### src/rtl/ascon_decrypt.sv
// ascon_decrypt: ASCON-128 decryption core for whole 64-bit AD/CT blocks.
// Sequencer FSM around an iterated permutation that runs one round per clock.
// Build option: define ASCON_DEC_ROUND2_EN to unroll two rounds per clock
// (p12 in 6 cycles, p6 in 3 cycles); results are identical in both builds.
module ascon_decrypt #(
  parameter logic [63:0] IV       = 64'h80400c0600000000,
  parameter logic [63:0] PAD_WORD = 64'h8000000000000000
) (
  input  logic         clock_i,
  input  logic         reset_i,
  input  logic         start_i,
  input  logic [127:0] key_i,
  input  logic [127:0] nonce_i,
  input  logic         ad_none_i,
  input  logic         ct_none_i,
  input  logic         ad_valid_i,
  output logic         ad_ready_o,
  input  logic [63:0]  ad_i,
  input  logic         ad_last_i,
  input  logic         ct_valid_i,
  output logic         ct_ready_o,
  input  logic [63:0]  ct_i,
  input  logic         ct_last_i,
  output logic         pt_valid_o,
  output logic [63:0]  pt_o,
  input  logic [127:0] tag_i,
  output logic         busy_o,
  output logic         done_o,
  output logic         tag_ok_o
);

  // Packed state: element [0] is x0 ... element [4] is x4.
  typedef logic [4:0][63:0] state_t;

`ifdef ASCON_DEC_ROUND2_EN
  localparam logic [3:0] STEP = 4'd2;
`else
  localparam logic [3:0] STEP = 4'd1;
`endif
  // Round index held in the counter during the final cycle of a permutation.
  localparam logic [3:0] LAST_ROUND = 4'd12 - STEP;

  typedef enum logic [3:0] {
    IDLE, INIT, AD_WAIT, AD_PERM, PAD_PERM, CT_WAIT, CT_PERM, FINAL, CMP
  } fsm_t;

  fsm_t         state_reg, state_next;
  state_t       x_reg, perm_in, perm_out;
  logic [3:0]   round_reg;
  logic [63:0]  blk_reg, pt_reg;
  logic [127:0] tag_reg;
  logic         last_reg, ad_none_reg, ct_none_reg, pt_valid_reg, tag_ok_reg;
  logic         perm_first, perm_last;

  function automatic logic [63:0] ror64(input logic [63:0] v, input int n);
    return (v >> n) | (v << (64 - n));
  endfunction

  // One ASCON round: constant addition, 5-bit S-box layer, linear diffusion.
  function automatic state_t ascon_round(input state_t s, input logic [3:0] r);
    state_t a, t;
    a    = s;
    a[2] = a[2] ^ {56'd0, 4'hf - r, r};
    a[0] = a[0] ^ a[4];
    a[4] = a[4] ^ a[3];
    a[2] = a[2] ^ a[1];
    t[0] = a[0] ^ (~a[1] & a[2]);
    t[1] = a[1] ^ (~a[2] & a[3]);
    t[2] = a[2] ^ (~a[3] & a[4]);
    t[3] = a[3] ^ (~a[4] & a[0]);
    t[4] = a[4] ^ (~a[0] & a[1]);
    t[1] = t[1] ^ t[0];
    t[0] = t[0] ^ t[4];
    t[3] = t[3] ^ t[2];
    t[2] = ~t[2];
    a[0] = t[0] ^ ror64(t[0], 19) ^ ror64(t[0], 28);
    a[1] = t[1] ^ ror64(t[1], 61) ^ ror64(t[1], 39);
    a[2] = t[2] ^ ror64(t[2], 1)  ^ ror64(t[2], 6);
    a[3] = t[3] ^ ror64(t[3], 10) ^ ror64(t[3], 17);
    a[4] = t[4] ^ ror64(t[4], 7)  ^ ror64(t[4], 41);
    return a;
  endfunction

  // First/last cycle of the running permutation (p12 starts at 0, p6 at 6).
  always_comb begin
    perm_first = 1'b0;
    if (state_reg == INIT || state_reg == FINAL) perm_first = (round_reg == 4'd0);
    else                                         perm_first = (round_reg == 4'd6);
    perm_last = (round_reg == LAST_ROUND);
  end

  // Permutation datapath: begin-XOR, round(s), end-XOR.
  always_comb begin
    perm_in = x_reg;
    if (perm_first) begin
      case (state_reg)
        AD_PERM:  perm_in[0] = x_reg[0] ^ blk_reg;
        PAD_PERM: perm_in[0] = x_reg[0] ^ PAD_WORD;
        CT_PERM:  perm_in[0] = blk_reg;
        FINAL: begin
          perm_in[0] = x_reg[0] ^ PAD_WORD;
          perm_in[1] = x_reg[1] ^ key_i[127:64];
          perm_in[2] = x_reg[2] ^ key_i[63:0];
        end
        default: ;
      endcase
    end
`ifdef ASCON_DEC_ROUND2_EN
    perm_out = ascon_round(ascon_round(perm_in, round_reg), round_reg + 4'd1);
`else
    perm_out = ascon_round(perm_in, round_reg);
`endif
    if (perm_last) begin
      case (state_reg)
        INIT: begin
          perm_out[3] = perm_out[3] ^ key_i[127:64];
          perm_out[4] = perm_out[4] ^ key_i[63:0] ^ {63'd0, ad_none_reg};
        end
        PAD_PERM: perm_out[4] = perm_out[4] ^ 64'd1;
        default: ;
      endcase
    end
  end

  // FSM state register.
  always_ff @(posedge clock_i) begin
    if (reset_i) state_reg <= IDLE;
    else         state_reg <= state_next;
  end

  // FSM next-state logic.
  always_comb begin
    state_next = state_reg;
    case (state_reg)
      IDLE:     if (start_i) state_next = INIT;
      INIT:     if (perm_last) state_next = !ad_none_reg ? AD_WAIT : (ct_none_reg ? FINAL : CT_WAIT);
      AD_WAIT:  if (ad_valid_i) state_next = AD_PERM;
      AD_PERM:  if (perm_last) state_next = last_reg ? PAD_PERM : AD_WAIT;
      PAD_PERM: if (perm_last) state_next = ct_none_reg ? FINAL : CT_WAIT;
      CT_WAIT:  if (ct_valid_i) state_next = CT_PERM;
      CT_PERM:  if (perm_last) state_next = last_reg ? FINAL : CT_WAIT;
      FINAL:    if (perm_last) state_next = CMP;
      CMP:      state_next = IDLE;
      default:  state_next = IDLE;
    endcase
  end

  // FSM outputs decoded from the current state.
  always_comb begin
    ad_ready_o = (state_reg == AD_WAIT);
    ct_ready_o = (state_reg == CT_WAIT);
    busy_o     = (state_reg != IDLE);
    done_o     = (state_reg == CMP);
  end

  // State words, round counter, captured blocks and result registers.
  always_ff @(posedge clock_i) begin
    if (reset_i) begin
      x_reg        <= '0;
      round_reg    <= '0;
      blk_reg      <= '0;
      pt_reg       <= '0;
      tag_reg      <= '0;
      last_reg     <= 1'b0;
      ad_none_reg  <= 1'b0;
      ct_none_reg  <= 1'b0;
      pt_valid_reg <= 1'b0;
      tag_ok_reg   <= 1'b0;
    end else begin
      pt_valid_reg <= 1'b0;
      if (state_next == FINAL && state_reg != FINAL) tag_reg <= tag_i;
      case (state_reg)
        IDLE: if (start_i) begin
          x_reg       <= {nonce_i[63:0], nonce_i[127:64], key_i[63:0], key_i[127:64], IV};
          round_reg   <= 4'd0;
          ad_none_reg <= ad_none_i;
          ct_none_reg <= ct_none_i;
          tag_ok_reg  <= 1'b0;
        end
        AD_WAIT: if (ad_valid_i) begin
          blk_reg   <= ad_i;
          last_reg  <= ad_last_i;
          round_reg <= 4'd6;
        end
        CT_WAIT: if (ct_valid_i) begin
          blk_reg      <= ct_i;
          last_reg     <= ct_last_i;
          pt_reg       <= x_reg[0] ^ ct_i;
          pt_valid_reg <= 1'b1;
          round_reg    <= 4'd6;
        end
        INIT, AD_PERM, PAD_PERM, CT_PERM, FINAL: begin
          x_reg <= perm_out;
          if (perm_last) begin
            round_reg <= (state_next == PAD_PERM) ? 4'd6 : 4'd0;
            if (state_reg == FINAL)
              tag_ok_reg <= (({perm_out[3], perm_out[4]} ^ key_i) == tag_reg);
          end else begin
            round_reg <= round_reg + STEP;
          end
        end
        default: ;
      endcase
    end
  end

  assign pt_o       = pt_reg;
  assign pt_valid_o = pt_valid_reg;
  assign tag_ok_o   = tag_ok_reg;

endmodule

### config.mk
export PLATFORM = sky130hd
export DESIGN_NAME = ascon_decrypt
export DESIGN_NICKNAME = d
export VERILOG_FILES = /design/src/rtl/ascon_decrypt.sv
export SDC_FILE = /design/constraint.sdc
export NUM_CORES = 2
export LEC_CHECK = 0
export ABC_CLOCK_PERIOD_IN_PS = 17120
export BUFFER_PORTS_ARGS = -buffer_cell sky130_fd_sc_hd__buf_2
export CORE_MARGIN = 8
export CORE_UTILIZATION = 65
export DETAILED_ROUTE_END_ITERATION = 10
export GPL_TIMING_DRIVEN = 0
export PLACE_DENSITY = 0.88
export SYNTH_ARGS = -nofsm -noshare
export SYNTH_HDL_FRONTEND = slang
export SYNTH_SLANG_ARGS = --single-unit
### constraint.sdc
create_clock -name clock_i -period 17.12 [get_ports clock_i]
set_clock_uncertainty 0.15 [all_clocks]
set_input_delay 1.712 -clock clock_i [delete_from_list [all_inputs] [get_ports clock_i]]
set_output_delay 1.712 -clock clock_i [all_outputs]
set_load 0.05 [all_outputs]
==> flow_summary.toml, run 1 <==
[synthesis]
ys_warn_count = 0
synthSimpleGateAreaFrac_pct = 18.3
ys_types = 95
synth-adder-area-share_pct = 4.16
synthFlopType = "dfxtp_1"
synth_edf_count = 0
synth_area_per_cell_um2 = 7.97
synth-seq-cells = 589
synth_area_leaders = "dfxtp_1 (24%), xnor2_1 (18%), nand2_1 (7.7%), xor2_1 (6.2%), nor2_1 (4.6%)"
synth_top_cell_area_share_pct = 23.6
synth_cells = 6277
syn_nets = 6929
async_reset_ff_share_pct = 0
synth_area_mm2 = 0.0501
synth_top_family_by_area = "XOR/XNOR gates"
muxShareOfSynthArea_pct = 3.21
synth-compound-area-share_pct = 17.1
ys_seq_area_share_pct = 23.6
synth_xor_area_share_pct = 29.1
yosysTopAreaCell = "dfxtp_1"

[die]
die_w_um = 294
initial_core_util_pct = 65.8
die_h_um = 294
io_pins = 591
num_rows = 101

[place]
place_hpwl_um = 223000
io_buffers = 586
routabilityCongestion = 1.49

[status]
outcome = "did not finish"
stop_stage = "global routing"
error_line = "[ERROR GRT-0116] Global routing finished with congestion. Check the congestion regions in the DRC Viewer."

[grt]
grt_util_all_layers_pct = 73.7
grt_max_degree = 15
grt_pass1_vias = 61200
grt_remaining_overflow = 533
grt_pass1_wl_um = 470000

[clocking]
clockBufferDepth = 3
cts-resized-gates = 0
htree_levels = 3
clock-root-buffer = "clkbuf_16"
cts.hold.buffers_added = 0
clock-sinks = 589
postCtsSetupRepairBufs = 0
numCtsBuffers = 67
## kinds of logic after synthesis
| logic type | Yosys count |
|---|---|
| AOI/OAI and AO/OA | 1206 |
| xor gates and xnor gates | 1493 |
| adders and majority gates | 175 |
| buffers and inverters | 571 |
| DFF | 589 |
| muxes | 159 |
| and+or+nand+nor | 2084 |
## metal layers
layer / GRT overflow / track usage [%]
met1: 29 / 73.0
met2: 270 / 86.2
met3: 20 / 65.7
met4: 210 / 68.6
met5: 4 / 42.2
## through the flow
step	cell area, um2	hold WS, ns	util [%]	std cells	worst slack (ns)
after floorplan	50100	0.286	-	6277	11.25
after global placement	54300	0.302	71.3	7893	6.91
after detailed placement	54300	0.301	71.4	7896	6.64
after CTS	56700	0.318	74.5	8012	6.56
## synthesized netlist by cell type (17+ instances only)
cell type / instances
nand2_1: 1032
xnor2_1: 1022
nor2_1: 607
dfxtp_1: 589
xor2_1: 353
clkbuf_1: 312
a21oi_1: 280
inv_1: 179
a211oi_1: 162
o21ai_0: 151
mux2i_1: 147
ha_1: 131
a311oi_1: 120
o211ai_1: 102
a2111oi_0: 76
xnor3_1: 69
a22oi_1: 61
nor3_1: 59
and3b_1: 47
nand3_1: 45
maj3_1: 41
a32o_1: 37
nor3b_1: 35
buf_1: 34
and3_1: 31
nor4_1: 30
buf_2: 29
o31a_1: 26
or3_1: 25
nand2b_1: 24
and2_1: 23
xnor2_2: 23
nor2b_1: 22
a31oi_1: 21
xor3_1: 21
and4_1: 20
a32oi_1: 19
o2111ai_1: 19
nand4_1: 17
or2_2: 17
==> run 2, diff against run 1 <==
--- a/config.mk
+++ b/config.mk
@@ -8,10 +8,10 @@
 export ABC_CLOCK_PERIOD_IN_PS = 17120
 export BUFFER_PORTS_ARGS = -buffer_cell sky130_fd_sc_hd__buf_2
 export CORE_MARGIN = 8
-export CORE_UTILIZATION = 65
+export CORE_UTILIZATION = 40
 export DETAILED_ROUTE_END_ITERATION = 10
 export GPL_TIMING_DRIVEN = 0
-export PLACE_DENSITY = 0.88
+export PLACE_DENSITY_LB_ADDON = 0.15
 export SYNTH_ARGS = -nofsm -noshare
 export SYNTH_HDL_FRONTEND = slang
 export SYNTH_SLANG_ARGS = --single-unit
==> run 2 against run 1 <==
Against the previous run: the flow now finishes, with violations (max-capacitance violations, max-slew violations); synthesized area is the same; synthesized cell count is the same.
==> flow_summary.toml, run 2 <==
[status]
outcome = "finished with violations"
violations = "max-capacitance violations, max-slew violations"

[place]
io_buffers = 586
routabilityCongestion = 1.11
place_hpwl_um = 300000

[worst_setup_path]
cp_common_cell = "clkbuf_1"
crit_path_max_incr_delay_ns = 1.23
setup.worst_path.start_class = "register"
crit_arrival_ns = 14.06
required_ns = 17.60
cp_slowest_cell = "buf_1"
critPathKind = "register to register"
worstPathCellList = "clkbuf_1 > inv_1 > ha_1 > or3b_1 > clkbuf_1 > nor2_2 > clkbuf_1 > buf_2 > clkbuf_1 > buf_1 > nand2_1 > xnor2_1 > ha_1 > xor2_1 > xnor2_2 > xnor2_1 > mux2i_1 > o2111ai_1 > a2111oi_0 > nand4bb_1 > nor4_1 > nand4_1 > nand2_1"
cp-end-kind = "register"
crit_fanout = 10

[die]
num_rows = 129
die-area_mm2 = 0.137
core_mm2 = 0.124
io_pins = 591
die_w_um = 370
initial_core_util_pct = 40.4
die_h_um = 370

[synthesis]
synthFlopType = "dfxtp_1"
ys_types = 95
synth_common_cells = "nand2_1 (1,032), xnor2_1 (1,022), nor2_1 (607)"
synth_area_per_cell_um2 = 7.97
synth.most_common_cell = "nand2_1"
synth_top_cell_area_share_pct = 23.6
synth-seq-cells = 589
async_reset_ff_share_pct = 0
ys_warn_count = 0
yosysTopAreaCell = "dfxtp_1"
synth_cells = 6277
synth_edf_count = 0
synth_area_mm2 = 0.0501
ys_seq_area_share_pct = 23.6
synth_area_leaders = "dfxtp_1 (24%), xnor2_1 (18%), nand2_1 (7.7%), xor2_1 (6.2%), nor2_1 (4.6%)"
syn_nets = 6929

[sta]
finalSetupViolations = 0
rsz0062_at_grt = "no"
slew_viol_final = 116
finalHoldViolCount = 0
slew_headroom_pct = -13.8
fin_crit_ns = 13.58
worstMarginPinSlew_ns = 1.70
fin_setup_tns_ns = 0
fmax_mhz = 73.6
fin_crit_sh_pct = 79.3

[cells_and_area]
layout.cells.most_common_list = "nand2_1 (1,032), xnor2_1 (989), buf_2 (620)"
layout-drive-gt1-share_pct = 13.0
fillers = 12600
multi_input_area_mm2 = 0.0363
largest_register_ff_count = 192
mostFrequentLayoutCell = "nand2_1"
nNetsFinal = 7613
regArea_mm2 = 0.0118
syn_to_final_growth_pct = 16.5

[route]
dr_wl_met2_um = 143000
drt_pass1_iterations = 8
wl_met1_um = 127000
top_layer = "met5"
num_vias = 55300
post_drt_via_cell_ratio = 6.37
wl_um = 357000
ant_nets = 0
drtIter0Drc = 8718
wl_met3_um = 45700
wl_per_cell_um = 41.2
drcViolationCount = 0

[clocking]
clock-sinks = 589
clockBufferDepth = 3
path_clk_slew_ns = 0.07
clock-root-buffer = "clkbuf_16"
tritoncts = "yes"
cts.hold.buffers_added = 0
postCtsSetupRepairBufs = 0
clk_latency_ns = 0.73
numCtsBuffers = 74
htree_levels = 3
cts-resized-gates = 0

[grt]
grt_remaining_overflow = 0
grt_pass1_wl_um = 462000
antenna_found_initial = 17
grt_pass1_vias = 51200
grt_util_all_layers_pct = 49.7
grt_max_degree = 14

[worst_hold_path]
hold_class = "register to register"

[flow_run]
maxCapViolations = 24
-- run 2: cell counts after synthesis --
No cell type changed its count.
-- run 2: metal layers --
metal,GRT usage (%),up-vias
li1,-,23100
met1,57.3,26300
met5,0.105,-
met2,71.3,4511
met3,17.6,1336
met4,46.6,6
-- run 2: path summary, 6_finish.rpt --
| check | slack, ns | cells past startpoint | endpoint | start |
|---|---|---|---|---|
| worst max-delay path | 3.54 | 23 | tag_ok_o | round_reg[0] |
| worst min-delay path | 0.32 | 2 | x_reg[136] | x_reg[136] |
| worst max register to register | 3.54 | 23 | tag_ok_o | round_reg[0] |
| worst min register to register | 0.32 | 2 | x_reg[136] | x_reg[136] |
-- run 2: cell type report --
| class | count | share of cell area, % |
|---|---|---|
| multi-input cells | 5117 | 62.3 |
| flip-flops and latches | 589 | 20.2 |
| repair buffers | 608 | 5.48 |
| clock buffers | 96 | 3.54 |
| well taps | 1637 | 3.51 |
| plain buffers | 392 | 2.77 |
| inverters | 179 | 1.15 |
| clock inverters | 40 | 0.972 |
| diodes | 11 | 0.0472 |
-- run 2: worst max-delay path, delay by kind of cell, from the launching register on --
family,cells,cell delay [ns]
adder cells (fa/ha/maj),2,0.56
AND/OR/NAND/NOR,7,2.63
flip-flops,1,0.31
XOR/XNOR,4,2.99
AO/OA/AOI/OAI,2,1.33
multiplexers,1,0.72
buffers and inverters,7,4.74
-- run 2: stage by stage --
| step | utilization [%] | setup slack (ns) | std cells | hold slack, ns | instance area, um2 |
|---|---|---|---|---|---|
| global route | 47.0 | 4.40 | 8659 | 0.330 | 58300 |
| floorplan | - | 11.25 | 6277 | 0.286 | 50100 |
| finish | 47.0 | 3.54 | 8669 | 0.318 | 58300 |
| detailed placement | 44.8 | 4.39 | 8518 | 0.309 | 55500 |
| CTS | 46.9 | 4.35 | 8654 | 0.318 | 58100 |
| global placement | 44.4 | 3.48 | 8500 | 0.304 | 55000 |
-- run 2: kinds of logic after synthesis --
kind of cell    synth area share [%]
simple gates                    18.3
mux                             3.21
buf+inv                         4.55
xor+xnor                        29.1
flops                           23.6
compound gates                  17.1
fa+ha+maj                       4.16
Power of run 2 is left out: the tool's default activity adds up to more than one toggle a clock period on the data nets, which glitch-free logic cannot reach.
